`src/rtl/exec_unit.sv`:
```
// exec_unit: register file, operand-2 mux and multi-op ALU with a valid/ready
// issue handshake and a registered writeback strobe. Single-issue, one
// instruction in flight.
// Optional feature macro: EXEC_MUL_EN -- when defined, ALUctrl=111 runs an
// iterative shift-add multiplier (IDLE/MUL/WB FSM, D_WIDTH steps). When
// undefined, the multiplier is removed, busy is tied low and ALUctrl=111
// executes as ADD in a single cycle.
module exec_unit #(
  parameter int D_WIDTH  = 32,
  parameter int R_ADDR_W = 5,
  parameter int A0_IDX   = 10
) (
  input  logic                clk,
  input  logic                rst,
  input  logic                in_valid,
  output logic                in_ready,
  input  logic [R_ADDR_W-1:0] rs1,
  input  logic [R_ADDR_W-1:0] rs2,
  input  logic [R_ADDR_W-1:0] rd,
  input  logic                ALUsrc,
  input  logic [2:0]          ALUctrl,
  input  logic [D_WIDTH-1:0]  ImmOp,
  input  logic                RegWrite,
  output logic                EQ,
  output logic                busy,
  output logic                wb_valid,
  output logic [D_WIDTH-1:0]  a0
);

  localparam int NREGS = 2 ** R_ADDR_W;
  localparam int SH_W  = (D_WIDTH > 1) ? $clog2(D_WIDTH) : 1;
  localparam logic [R_ADDR_W-1:0] A0_ADDR = R_ADDR_W'(A0_IDX);

  localparam logic [2:0] OP_ADD = 3'b000;
  localparam logic [2:0] OP_SUB = 3'b001;
  localparam logic [2:0] OP_AND = 3'b010;
  localparam logic [2:0] OP_OR  = 3'b011;
  localparam logic [2:0] OP_XOR = 3'b100;
  localparam logic [2:0] OP_SLT = 3'b101;
  localparam logic [2:0] OP_SLL = 3'b110;
  localparam logic [2:0] OP_MUL = 3'b111;

  logic [D_WIDTH-1:0]  regs [NREGS];
  logic [D_WIDTH-1:0]  rs1_val;
  logic [D_WIDTH-1:0]  rs2_val;
  logic [D_WIDTH-1:0]  op2;
  logic [D_WIDTH-1:0]  alu_res;
  logic                accept;
  logic                is_mul;
  logic                single_wr;
  logic                wr_en;
  logic [R_ADDR_W-1:0] wr_addr;
  logic [D_WIDTH-1:0]  wr_data;

  // Operand fetch: x0 is hard-wired to zero regardless of storage contents.
  assign rs1_val = (rs1 == '0) ? '0 : regs[rs1];
  assign rs2_val = (rs2 == '0) ? '0 : regs[rs2];
  assign op2     = ALUsrc ? ImmOp : rs2_val;
  assign EQ      = (rs1_val == op2);
  assign a0      = regs[A0_ADDR];
  assign accept  = in_valid && in_ready;

  // Single-cycle ALU; MUL falls through to ADD here and is handled separately.
  always_comb begin
    // NOTE: assign every always_comb output before the case so no path leaves it unassigned (no latch).
    alu_res = rs1_val + op2;
    case (ALUctrl)
      OP_ADD: alu_res = rs1_val + op2;
      OP_SUB: alu_res = rs1_val - op2;
      OP_AND: alu_res = rs1_val & op2;
      OP_OR:  alu_res = rs1_val | op2;
      OP_XOR: alu_res = rs1_val ^ op2;
      OP_SLT: alu_res = {{(D_WIDTH-1){1'b0}}, ($signed(rs1_val) < $signed(op2))};
      OP_SLL: alu_res = rs1_val << op2[SH_W-1:0];
      OP_MUL: alu_res = rs1_val + op2;
      default: alu_res = rs1_val + op2;
    endcase
  end

  assign single_wr = accept && !is_mul && RegWrite && (rd != '0);

`ifdef EXEC_MUL_EN
  typedef enum logic [1:0] {S_IDLE, S_MUL, S_WB} state_t;

  localparam logic [SH_W-1:0] LAST_STEP = SH_W'(D_WIDTH - 1);

  state_t              state;
  state_t              state_nx;
  logic [D_WIDTH-1:0]  m_mcand;
  logic [D_WIDTH-1:0]  m_mplier;
  logic [D_WIDTH-1:0]  m_acc;
  logic [SH_W-1:0]     m_cnt;
  logic [R_ADDR_W-1:0] m_rd;
  logic                m_we;
  logic                mul_wr;

  assign is_mul   = (ALUctrl == OP_MUL);
  assign in_ready = (state == S_IDLE) && !rst;
  assign busy     = (state != S_IDLE);
  assign mul_wr   = (state == S_WB) && m_we && (m_rd != '0);

  // FSM state register.
  always_ff @(posedge clk) begin
    // NOTE: sequential state uses non-blocking assignments so every flop samples pre-edge values.
    if (rst) state <= S_IDLE;
    else     state <= state_nx;
  end

  // FSM next-state: a MUL issue walks IDLE -> MUL (D_WIDTH steps) -> WB -> IDLE.
  always_comb begin
    state_nx = state;
    case (state)
      S_IDLE:  if (accept && is_mul) state_nx = S_MUL;
      S_MUL:   if (m_cnt == LAST_STEP) state_nx = S_WB;
      S_WB:    state_nx = S_IDLE;
      default: state_nx = S_IDLE;
    endcase
  end

  // Shift-add multiplier: capture operands on issue, one partial product per cycle.
  always_ff @(posedge clk) begin
    if (rst) begin
      m_mcand  <= '0;
      m_mplier <= '0;
      m_acc    <= '0;
      m_cnt    <= '0;
      m_rd     <= '0;
      m_we     <= 1'b0;
    end else if (accept && is_mul) begin
      m_mcand  <= rs1_val;
      m_mplier <= op2;
      m_acc    <= '0;
      m_cnt    <= '0;
      m_rd     <= rd;
      m_we     <= RegWrite;
    end else if (state == S_MUL) begin
      if (m_mplier[0]) m_acc <= m_acc + m_mcand;
      m_mcand  <= m_mcand << 1;
      m_mplier <= m_mplier >> 1;
      m_cnt    <= m_cnt + SH_W'(1);
    end
  end

  // The FSM blocks issue while in MUL/WB, so the two write sources never collide.
  assign wr_en   = single_wr || mul_wr;
  assign wr_addr = mul_wr ? m_rd  : rd;
  assign wr_data = mul_wr ? m_acc : alu_res;
`else
  assign is_mul   = 1'b0;
  assign in_ready = !rst;
  assign busy     = 1'b0;
  assign wr_en    = single_wr;
  assign wr_addr  = rd;
  assign wr_data  = alu_res;
`endif

  // Register file write port; reset clears every entry.
  always_ff @(posedge clk) begin
    // NOTE: the register array is reset explicitly because software relies on all registers starting at zero.
    if (rst) begin
      for (int i = 0; i < NREGS; i++) regs[i] <= '0;
    end else if (wr_en) begin
      regs[wr_addr] <= wr_data;
    end
  end

  // Writeback strobe: one-cycle pulse in the cycle after a committed write.
  always_ff @(posedge clk) begin
    if (rst) wb_valid <= 1'b0;
    else     wb_valid <= wr_en;
  end

endmodule

```
`config.mk`:
```
export PLATFORM = sky130hd
export DESIGN_NAME = exec_unit
export DESIGN_NICKNAME = d
export VERILOG_FILES = /design/src/rtl/exec_unit.sv
export SDC_FILE = /design/constraint.sdc
export NUM_CORES = 2
export LEC_CHECK = 0
export CAP_MARGIN = 30
export CORE_UTILIZATION = 60
export CTS_BUF_LIST = sky130_fd_sc_hd__clkbuf_4 sky130_fd_sc_hd__clkbuf_8 sky130_fd_sc_hd__clkbuf_16
export CTS_CLUSTER_DIAMETER = 60
export CTS_CLUSTER_SIZE = 24
export DETAILED_ROUTE_END_ITERATION = 8
export PLACE_DENSITY_LB_ADDON = 0.3
export SYNTH_ARGS = -nofsm -noshare
export SYNTH_HDL_FRONTEND = slang
export SYNTH_SLANG_ARGS = --single-unit
```
`constraint.sdc`:
```
create_clock -name clk -period 14.75 [get_ports clk]
set_clock_uncertainty 0.1 [all_clocks]
set_input_delay 4.425 -clock clk [delete_from_list [all_inputs] [get_ports clk]]
set_output_delay 4.425 -clock clk [all_outputs]
set_load 0.01 [all_outputs]
```
==> run summary <==
The flow ran to the end, and the final reports show no timing, DRC or antenna violations. The ratio of cells with drive above 1 in the final layout is 0.220. The post-CTS setup buffer count is 0. Counting flops with a built-in enable in the synthesized netlist gives a little over 1k. The total count of max-transition violations in the final report is 0. The die is between 300 and 400 um tall. The combined area of the multi-input logic cells is approximately 0.027 sq mm.

The met2 global-route usage came out at 0.621. After clock tree synthesis, the clock-pin slew on the worst setup and hold paths is 80 ps. On the worst path, the slowest cell contributes a delay of slightly below 600 ps.

The slew at the pin closest to its max-slew limit came out at 1160 ps. The final hold violation count is 0. By area the synthesized netlist is led by edfxtp_1 (52%), mux4_2 (19%), nor2_1 (6.7%). Across all layers, the routed design uses roughly 45k vias. The area growth from synthesis to layout is 7.26%. The congestion estimate from routability-driven global placement came to ~1.0. The number of storage elements in the synthesis netlist came out at a little over 1k.

Sorting the synthesized cells by how often they occur yields nor2_1 (1,062), edfxtp_1 (1,024), mux4_2 (491). The number of clock sinks is approximately 1.0k. After clock tree synthesis, the flow added hold-fix buffers numbering 0. The kind of cell adding the most delay to the critical path is buffers and inverters. The met3 demand-to-capacity share in global routing is 0.137. The initial standard-cell utilization of the core is 0.606. The total buffers and inverters traversed by the critical path came out at 5. The die span in x is around 320 um. Of the post-synthesis cell area, the part taken by muxes is 0.230. The number of port buffers came out at 89. The mean routed wirelength per cell came out at roughly 35 um. The path class of the tightest hold or removal check is reg -> reg. In the final timing run, aggregate negative setup slack is 0 ps.

In the finished design, the share of the clock period the worst path needs comes to 0.956. TritonCTS built the clock tree. The count of filler cells inserted in the layout came out at 7,097. The compound-gate portion of the synthesized area came out at 0.0783.

The global routing's busiest layer is met2. Walking the worst path, the cells encountered are buf_8 > buf_12 > buf_4 > mux4_2 > mux2i_1 > a21oi_1 > nor3_1 > o31ai_1 > ha_1 > inv_1 > nand3_1 > nor3_1 > nand4_1 > and3b_1 > clkdlybuf4s50_1. The maximum VDD drop is approximately 0.00010 V. The flip-flop and latch area is 0.0308 sq mm. The data arrival time of the critical path is about 9600 ps.

No sink is reached through more buffers than the 3 on the longest clock path. The vias per cell is approximately 7.6. Summed over all nets, the half-perimeter wirelength after detailed placement is about 130,000 um. The clock latency on the worst-skew pair came out at 710 ps. Synthesis instantiated roughly 110 different standard cells from the library. By area, the combinational part of the netlist is dominated by multiplexers.

In the routed design, unresolved DRC markers number 0. The fraction of the yosys area taken by sequential cells came out at 0.516. The number of iterations in the first detailed-routing pass is 8. The largest individual stage delay along the critical path comes from the cell nor3_1. The area of the mapped netlist came out at ~0.060 sq mm. The leakage power summed over all cells is 22.6 nW. The first global-routing pass estimated 298,000 um of wire. In this run the worst path has a maximum fanout of 57. Leaving out filler cells and counting taps, the final layout contains a little under 6k.

The number of resized instances in the post-cts repair step is 0. In this run the power density over the cells is between 100 and 150 mW/mm^2. STA classifies the critical path startpoint as an input pin. The initial antenna violation count is 2. The number of H-tree levels is 2.

The number of global-route vias before repair came to 43.1k. By instance count, the leading cell after synthesis is nor2_1. The worst setup path is of the in -> out kind.

The maximum number of pins on one net before global-route repair is 70. Counting I/O delays and the setup requirement, the final critical path takes about 14,000 ps. The post-synthesis xor/xnor area fraction came out at 0.00382.

The total wire length after detailed routing is 209,000 um. In the synthesized netlist the dominant register cell turns out to be edfxtp_1. The number of placed I/O pins is between 90 and 100. Setup repair after global routing left no endpoint under its margin. The adder and majority gate portion of the synthesized area came out at 0.0210. The cell total after placement came out at 5,808. The floorplan step defined a die boundary enclosing between 0.1 and 0.15 sq mm. The fraction of the mapped netlist area in simple logic gates came out at 0.107.

STA puts the critical path data required time at between 10,000 and 15,000 ps. Yosys printed 0 warnings. Clock tree synthesis selected as its root buffer the cell clkbuf_16. The count of nets after finishing came out at 4,736. The maximum clock frequency is between 70 and 80 MHz. The post-route antenna net violation count is 0. The mean instance size in the synthesized netlist is about 13 sq um. Summed over all layers, the global routing overflow is 0. STA classifies the critical path endpoint as an output pin.

The total number of placement rows came out at roughly 120. The share of async-settable or async-resettable flops after synthesis came out at 0. The met1 track demand over resource is 0.517. The max-slew headroom at the worst pin is 0.225. The cell with the most instances on the worst path is nor3_1. Max-cap violations in this run came to 0.

The number of design-rule violations left by the first detailed-router iteration came out at about 8k. The region available for standard cell placement spans roughly 0.098 sq mm. The total CTS buffers came out at between 50 and 60. The synthesized design spends more area on one cell type than any other, namely edfxtp_1. In the global route stage, overall resource usage came out at 0.410. The total of endpoints with negative setup slack in the final report came out at 0. The fraction of post-synthesis cell area in the top cell type by area came out at 0.515. In the synthesized netlist, the number of instances is about 4.7k.
registers in the layout, summed over array words and instances, names as in the netlist:
| register | flops |
|---|---|
| regs | 1024 |
| wb_valid | 1 |
per-stage QoR:
step	power [mW]	setup slack [ps]	util	area, sq um	hold slack, ps
final	6.92	653	0.651	64000	1930
after global routing	7.07	459	0.650	64000	2010
after CTS	6.84	822	0.650	64000	1880
after detailed placement	5.10	818	0.631	62100	1860
after global placement	5.07	880	0.629	62000	1850
after floorplan	4.53	1430	-	59800	1270
worst min-delay path, cell delays in order (launching register included):
cell      delay (ps)
edfxtp_1         360
mux2i_1           80
o22a_1           180
nand4_1           90
and3_4           260
ha_1             390
o211ai_2         140
buf_4            260
nor2_1           140
kinds of logic (layout without fill, tap and decap cells):
group | count (synthesis) | after routing
and+or+nand+nor | 1527 | 1527
buffers and inverters | 573 | 495
DFF | 1025 | 1025
adders and majority gates | 99 | 99
xor gates and xnor gates | 26 | 26
muxes | 750 | 750
other | 1 | 35
AOI/OAI and AO/OA | 661 | 661
path summary, 6_finish.rpt:
check	slack (ps)	start	cells past startpoint	endpoint
max	650	rs2[0]	15	EQ
min	1930	regs[16][17]	8	regs[25][17]
max reg2reg	7450	regs[23][2]	21	regs[13][0]
min reg2reg	1930	regs[16][17]	8	regs[25][17]
where the power goes:
group	switching (mW)	total, mW	internal [mW]
Clock	1.02	1.81	0.792
Sequential	0.0625	3.37	3.30
Combinational	1.17	1.75	0.579
Total	2.25	6.92	4.67
cells in the final DEF (no fill, tap or decap), types with 63 or more instances in the layout:
master,count
a21oi_1,156
nand2_1,152
mux2i_1,222
mux4_2,491
nor2_2,63
buf_4,177
inv_1,103
edfxtp_1,1024
nor2_1,1060
o21ai_0,84
ha_1,97
clkdlybuf4s50_1,76
cell type report:
class | count | area share
Sequential cell | 1025 | 0.481
Multi-Input combinational cell | 3096 | 0.416
Timing Repair Buffer | 289 | 0.0423
Tap cell | 1287 | 0.0252
Clock buffer | 61 | 0.0233
Inverter | 113 | 0.00670
Clock inverter | 32 | 0.00545
Antenna cell | 2 | 0.0000782
layer usage:
layer  share of wire  wire length [um]  up-vias
met5         0.00011                23        -
met4           0.072             15100        4
met3            0.16             33800      970
met2            0.45             93400     4287
met1            0.32             66400    21898
li1                -                 -    17463
Note: power is estimated with default switching activity, not from simulation.
